===== src/rtl/event_tx_scheduler.sv =====
// Event-to-UART frame scheduler: arbitrates four event sources and
// sequences a 6-byte snapshot frame through the UART start/busy handshake.
module event_tx_scheduler #(
  parameter int          MSG_LEN     = 6,
  parameter int          ACK_TIMEOUT = 64,
  parameter int          TO_BIT      = 7,
  parameter logic [3:0]  HDR         = 4'hA
) (
  input  logic       clk,
  input  logic       rst,
  input  logic       sw,
  input  logic       lev,
  input  logic       status,
  input  logic       history,
  input  logic       change,
  input  logic [3:0] o_min,
  input  logic [3:0] o_dmin,
  input  logic [3:0] o_ore,
  input  logic [3:0] o_dore,
  input  logic [8:0] livello,
  input  logic [6:0] cntL,
  input  logic       clr_flags,
  input  logic       tx_busy,
  output logic       tx_start,
  output logic [7:0] tx_data,
  output logic       o_busy,
  output logic [2:0] o_code,
  output logic       msg_done,
  output logic [3:0] o_overrun,
  output logic       o_err
);

  typedef enum logic [2:0] {
    IDLE, LOAD, SEND, WAIT_ACK, WAIT_DONE, NEXT, DONE
  } state_t;

  state_t            state;
  logic [3:0]        src, src_q, req, pend, gnt, gmask;
  logic [2:0]        code_n, idx;
  logic              take;
  logic [TO_BIT-1:0] to_cnt;
  logic [7:0]        frame [MSG_LEN];
  logic [7:0]        b0, b1, b2, b3, b4;

  // bit order everywhere: {lev, status, history, change}
  assign src = {lev, status, history, change};
  assign req = src & ~src_q;

  always_comb begin
    gnt    = 4'b0000;
    code_n = 3'd0;
    if (pend[3]) begin
      gnt    = 4'b1000;
      code_n = 3'd1;
    end else if (pend[2]) begin
      gnt    = 4'b0100;
      code_n = 3'd3;
    end else if (pend[1]) begin
      gnt    = 4'b0010;
      code_n = 3'd6;
    end else if (pend[0]) begin
      gnt    = 4'b0001;
      code_n = 3'd2;
    end
  end

  assign take  = (state == IDLE) && sw && (|pend);
  assign gmask = take ? gnt : 4'b0000;

  assign b0 = {HDR, 1'b0, code_n};
  assign b1 = {o_dore, o_ore};
  assign b2 = {o_dmin, o_min};
  assign b3 = livello[7:0];
  assign b4 = {livello[8], cntL};

  always_ff @(posedge clk) begin
    if (rst) begin
      state     <= IDLE;
      src_q     <= '0;
      pend      <= '0;
      idx       <= '0;
      to_cnt    <= '0;
      tx_start  <= 1'b0;
      tx_data   <= '0;
      o_busy    <= 1'b0;
      o_code    <= '0;
      msg_done  <= 1'b0;
      o_overrun <= '0;
      o_err     <= 1'b0;
      for (int i = 0; i < MSG_LEN; i++) frame[i] <= '0;
    end else begin
      src_q     <= src;
      pend      <= (pend & ~gmask) | req;
      o_overrun <= (clr_flags ? 4'b0000 : o_overrun)
                 | (req & pend & ~gmask);
      tx_start  <= 1'b0;
      msg_done  <= 1'b0;
      if (clr_flags) o_err <= 1'b0;

      unique case (state)
        IDLE: begin
          if (take) begin
            frame[0] <= b0;
            frame[1] <= b1;
            frame[2] <= b2;
            frame[3] <= b3;
            frame[4] <= b4;
            frame[5] <= b0 ^ b1 ^ b2 ^ b3 ^ b4;
            o_busy   <= 1'b1;
            o_code   <= code_n;
            state    <= LOAD;
          end
        end
        LOAD: begin
          idx   <= '0;
          state <= SEND;
        end
        SEND: begin
          if (!tx_busy) begin
            tx_start <= 1'b1;
            tx_data  <= frame[idx];
            to_cnt   <= '0;
            state    <= WAIT_ACK;
          end
        end
        WAIT_ACK: begin
          if (tx_busy) begin
            state <= WAIT_DONE;
          end else if (to_cnt == TO_BIT'(ACK_TIMEOUT - 1)) begin
            o_err  <= 1'b1;
            o_busy <= 1'b0;
            o_code <= '0;
            state  <= IDLE;
          end else begin
            to_cnt <= to_cnt + 1'b1;
          end
        end
        WAIT_DONE: begin
          if (!tx_busy) state <= NEXT;
        end
        NEXT: begin
          if (idx == 3'(MSG_LEN - 1)) begin
            msg_done <= 1'b1;
            o_busy   <= 1'b0;
            o_code   <= '0;
            state    <= DONE;
          end else begin
            idx   <= idx + 1'b1;
            state <= SEND;
          end
        end
        DONE: begin
          state <= IDLE;
        end
        default: state <= IDLE;
      endcase
    end
  end

endmodule


===== config.mk =====
export PLATFORM = sky130hd
export DESIGN_NAME = event_tx_scheduler
export DESIGN_NICKNAME = d
export VERILOG_FILES = /design/src/rtl/event_tx_scheduler.sv
export SDC_FILE = /design/constraint.sdc
export NUM_CORES = 1
export LEC_CHECK = 0
export ABC_AREA = 0
export BUFFER_PORTS_ARGS = -buffer_cell sky130_fd_sc_hd__buf_2
export CORE_ASPECT_RATIO = 0.9
export CORE_UTILIZATION = 61
export DETAILED_ROUTE_END_ITERATION = 6
export GPL_TIMING_DRIVEN = 0
export PLACE_DENSITY = 0.85
export SYNTH_ARGS = -nofsm -noshare
export SYNTH_HDL_FRONTEND = slang
export SYNTH_SLANG_ARGS = --single-unit

===== constraint.sdc =====
create_clock -name clk -period 4.6 [get_ports clk]
set_clock_uncertainty 0.15 [all_clocks]
set_input_delay 0.46 -clock clk [delete_from_list [all_inputs] [get_ports clk]]
set_output_delay 0.46 -clock clk [all_outputs]
set_load 0.03 [all_outputs]

Word level (Yosys, flattened, before mapping)
Memory sizes are Yosys's and may differ from the RTL's. A register that Yosys moved wholly into a read port is not among the register bits.
Index checks and enable logic that the tools add are counted.
{"block": "op_classes", "addsub": 2, "eq_ne": 16, "mux": 50, "bitwise_logic": 21, "reduce_logical": 14}
{"op": "8-bit 2-to-1 mux", "n": 6}
{"op": "3-bit 2-to-1 mux", "n": 14}
{"op": "8-bit XOR", "n": 4}
{"op": "7-bit 2-to-1 mux", "n": 3}
{"op": "3-bit case mux with 6 select lines", "n": 1}
{"op": "1-bit 2-to-1 mux", "n": 17}
{"op": "4-bit bitwise AND", "n": 4}
{"op": "2-bit inequality test, second input constant", "n": 8}
{"op": "7-bit case mux with 2 select lines", "n": 1}
{"op": "4-bit 2-to-1 mux", "n": 3}
{"op": "3-bit == test, second input constant", "n": 3}
{"op": "3-bit case mux with 3 select lines", "n": 1}
{"op": "4-bit inverter", "n": 2}
{"op": "4-bit bitwise OR", "n": 2}
{"op": "4-bit AND reduction", "n": 2}
{"op": "7-bit by 1-bit adder with 7-bit output, second input constant", "n": 1}
{"op": "7-bit by 6-bit == test with 1-bit output, second input constant", "n": 1}
{"op": "3-bit by 2-bit == test with 1-bit output, second input constant", "n": 2}
{"op": "1-bit bitwise OR", "n": 6}
{"op": "3-bit case mux with 2 select lines", "n": 1}
{"op": "5-bit AND reduction", "n": 1}
{"op": "2-bit 2-to-1 mux", "n": 2}
{"op": "2-bit AND reduction", "n": 2}
{"op": "2-bit nonzero test", "n": 2}
{"op": "10 further kinds", "n": 14}
{"block": "word_totals", "reg_bits": 32, "ram_bits": 48, "inputBits": 41, "wordCells": 115, "memories": 1}
{"name": "frame", "depth": 6, "word_bits": 8, "read_ports": 1, "rd_ports_with_merged_regs": 1, "wr": 6, "line_no": "42", "text": "logic [7:0] frame [MSG_LEN];"}

Logic depth before layout (Yosys ltp)
{"block": "depth", "ltp_word": 9, "ltp_mapped": 7, "ltp_nobuf": 6}

Least setup slack after synthesis
OpenSTA, ideal clock, no wires.
{"block": "synth_timing", "kind": "flip-flop to flip-flop", "start": "register state[0]", "end": "memory frame[0][0] (enable)", "setup_time_ns": 0.407, "arrival_time_ns": 2.283, "setup_slack_ns": 1.760, "stages_incl_launch_ff": 6, "n_path_buf": 2, "synth_period_minus_slack_ns": 2.840, "cell_sequence": "dfxtp_1 buf_6 or4b_1 buf_2 a21o_4 nand2b_1"}
{"element": "start: declaration", "line_no": "37", "text": "state_t state;"}
{"element": "start signal: assignment", "line_no": "78", "text": "state <= IDLE;"}
{"element": "start signal: assignment", "line_no": "111", "text": "state <= LOAD;"}
{"element": "start signal: assignment", "line_no": "116", "text": "state <= SEND;"}
{"element": "end: declaration", "line_no": "42"}

==> results.toml <==
[setup_path]
worst_setup_path_end_kind = "flop"
crit_start = "state[0]"
crit_path_top_delay_cell = "or4b_1"
reg2reg_depth = 6
r2r-end = "frame[5][1]"
crit_fanout = 22
reg2reg_from = "state[0]"
slowest_delay_ns = 0.50
path_cells = "buf_6 -> or4b_1 -> buf_2 -> a21o_4 -> nand2b_2 -> buf_16"
arrival_ns = 2.38
rrSetupSlack_ns = 2.12
cp-endpoint = "frame[5][1]"
cp.required_ns = 4.51
start_kind = "flop"
critical_path_class = "reg -> reg"

[pwr]
ir_drop_uv = 249
pwr-share-clk_pct = 36.5
p_sw_mw = 0.436
power_mw = 1.80
power.density_nw_per_um2 = 393
sw_frac_of_total_pct = 24.2
power.internal_mw = 1.36
p_leak_nw = 1.81
pwr-share-comb_pct = 14.1
p_seq_share_pct = 49.4

[synth]
synth-simple-area-share_pct = 19.2
synthXorXnorAreaFrac_pct = 6.07
ys_top_cells_by_area = "edfxtp_1, dfxtp_1, and2_1, xnor2_1, nor2_1"
synth_fa_ha_area_share_pct = 0.963
synthFlopType = "edfxtp_1"
synth-edff-count = 43
async_flop_share_pct = 0
synth_top_family_by_area = "simple AND/OR/NAND/NOR gates"
synth_compound_area_share_pct = 10.5
synth.avg_cell_area_um2 = 10.9
synth_area_leader_cell = "edfxtp_1"
synth_top_area_share_pct = 33.1
synth_cells = 357
yosysWarningCount = 0
yosysSeqAreaShare_pct = 54.2
synth_cell_types = 52
syn-cell-area_um2 = 3900
ys_ff_latch = 84
muxShareOfSynthArea_pct = 6.07
synth_nets = 401

[floorplanning]
rows = 27
ios = 60
initial_core_util_pct = 63.4
die_area_um2 = 6710
chipWidth_um = 86.2
core-area_um2 = 6150
die_h_um = 77.8

[timing]
setup_viol = 0
finalHoldViolCount = 0
fin_ws_ns = 2.12
finalSetupTns_ns = 0
worst_pin_slew_ns = 0.945
max-slew-margin-rel_pct = 37.0
drv_slew = 0
rsz0062_at_grt = "no"
fmax_mhz = 404
fin_crit_ns = 2.48
period_share_pct = 53.8
hold_slack_ns = 0.187

[global_route]
grt_pass1_wl_mm = 13.6
antenna_found_initial = 0
grt_max_degree = 23
grt_pass1_vias = 2908
grt_usage_pct = 26.9
grt_overflow = 0

[final_layout]
diodes = 0
finish.utilization_pct = 74.6
synthToLayoutAreaGrowth_pct = 17.7
layout.nets = 471
stdcell_count = 519
final_common_cell = "buf_2"
fillerInstances = 425
drive_above_1_share_pct = 23.1
final_cell_mix = "buf_2, edfxtp_1, dfxtp_1, nor2_1, and2_1"
final_cell_area_um2 = 4580

[placement]
dp_hpwl_mm = 5.82
placed_area_um2 = 4330
pre_cts_ws_ns = 2.08
port-buffer-count = 58
gp_congestion = 0.826
post-place-cells = 503

[route]
drtPass1Iterations = 6
wl_per_cell_um = 15.8
drc = 0
drtAntennaViolNets = 0
drt_wl_total_mm = 8.22
drtIter0Drc = 165
viasPerCell = 5.67
num_vias = 2941

[clock_network]
cts_resized = 0
cts_hold_buf = 0
clk_latency_ns = 0.35
clk_pin_slew_worst_paths_ns = 0.08
post_cts_buffers = 0
cts_tree = "built"
cts-buffers-inserted = 9
cts_htree_levels = 3
clkSinkCount = 84
clockBufferDepth = 2
cts_root_buffer = "clkbuf_8"

[worst_hold_path]
holdCritPathClass = "in -> reg"
hold_start = "lev"

[run]
drv_cap = 0

[outcome]
status = "finished clean"
## cell usage after synthesis (3+ instances only)
| cell type | count |
|---|---|
| mux4_2 | 5 |
| clkbuf_1 | 9 |
| dfxtp_1 | 41 |
| mux2i_1 | 9 |
| buf_2 | 3 |
| ha_1 | 3 |
| nor2b_1 | 8 |
| o21ai_0 | 14 |
| mux2_2 | 3 |
| xnor2_1 | 23 |
| inv_1 | 7 |
| a32o_1 | 3 |
| nand2_1 | 24 |
| and2_1 | 33 |
| nand2b_1 | 7 |
| nor2_1 | 34 |
| nand3_1 | 4 |
| a21oi_1 | 23 |
| a211oi_1 | 3 |
| nor3_1 | 5 |
| edfxtp_1 | 43 |
| or3_1 | 4 |
| and3_1 | 3 |
| a221o_1 | 3 |
| xor2_1 | 4 |
| clkbuf_2 | 3 |
## worst max-delay path: cells and delay by family, from the launching register on
kind	cells	cell delay, ns
buffers and inverters	3	0.55
DFF	1	0.31
and+or+nand+nor	2	0.94
AOI/OAI and AO/OA	1	0.23
## power groups by stage
stage               Sequential [mW]  Clock, mW  Combinational (mW)
global placement              0.902          0               0.235
global route                  0.895      0.686               0.278
detailed placement            0.905          0               0.251
floorplan                     0.910          0               0.161
CTS                           0.889      0.663               0.253
finish                        0.889      0.658               0.253
## cell type report
type / count / area (µm²) / share of cell area, %
buffer: 18 / 90.1 / 1.97
clock buffer: 11 / 153 / 3.33
clock inverter: 5 / 106 / 2.32
inverter: 7 / 26.3 / 0.573
multi-input combinational: 248 / 1670 / 36.4
sequential: 84 / 2110 / 46.1
tap: 87 / 109 / 2.37
timing repair buffer: 59 / 318 / 6.93
## worst min path at each step
stage,cells after the start,to,slack [ns]
floorplan,2,frame[0][5],0.28
global placement,2,o_overrun[0],0.29
detailed placement,2,tx_data[0],0.29
CTS,2,src_q[3],0.18
global route,2,src_q[2],0.19
finish,2,src_q[3],0.19
## flip-flops by register name (all words and copies together) (netlist names)
register	cells
o_err	1
pend	4
to_cnt	7
o_busy	1
msg_done	1
idx	3
frame	44
tx_data	8
o_overrun	4
state	3
src_q	4
o_code	3
tx_start	1
## metal layers
layer  vias up  wire (µm)  GRT usage (%)
li1       1398          -              -
met1      1417       3250           31.9
met2       116       4350           48.1
met3        10        525           6.91
met4         0         97           7.33
met5         -          0              0
## kinds of logic after synthesis
family                   Yosys count
AND/OR/NAND/NOR                  139
flip-flops                        84
buffers and inverters             25
adder cells (fa/ha/maj)            3
multiplexers                      17
AO/OA/AOI/OAI                     62
XOR/XNOR                          27
(Power assumes the default switching activity.)
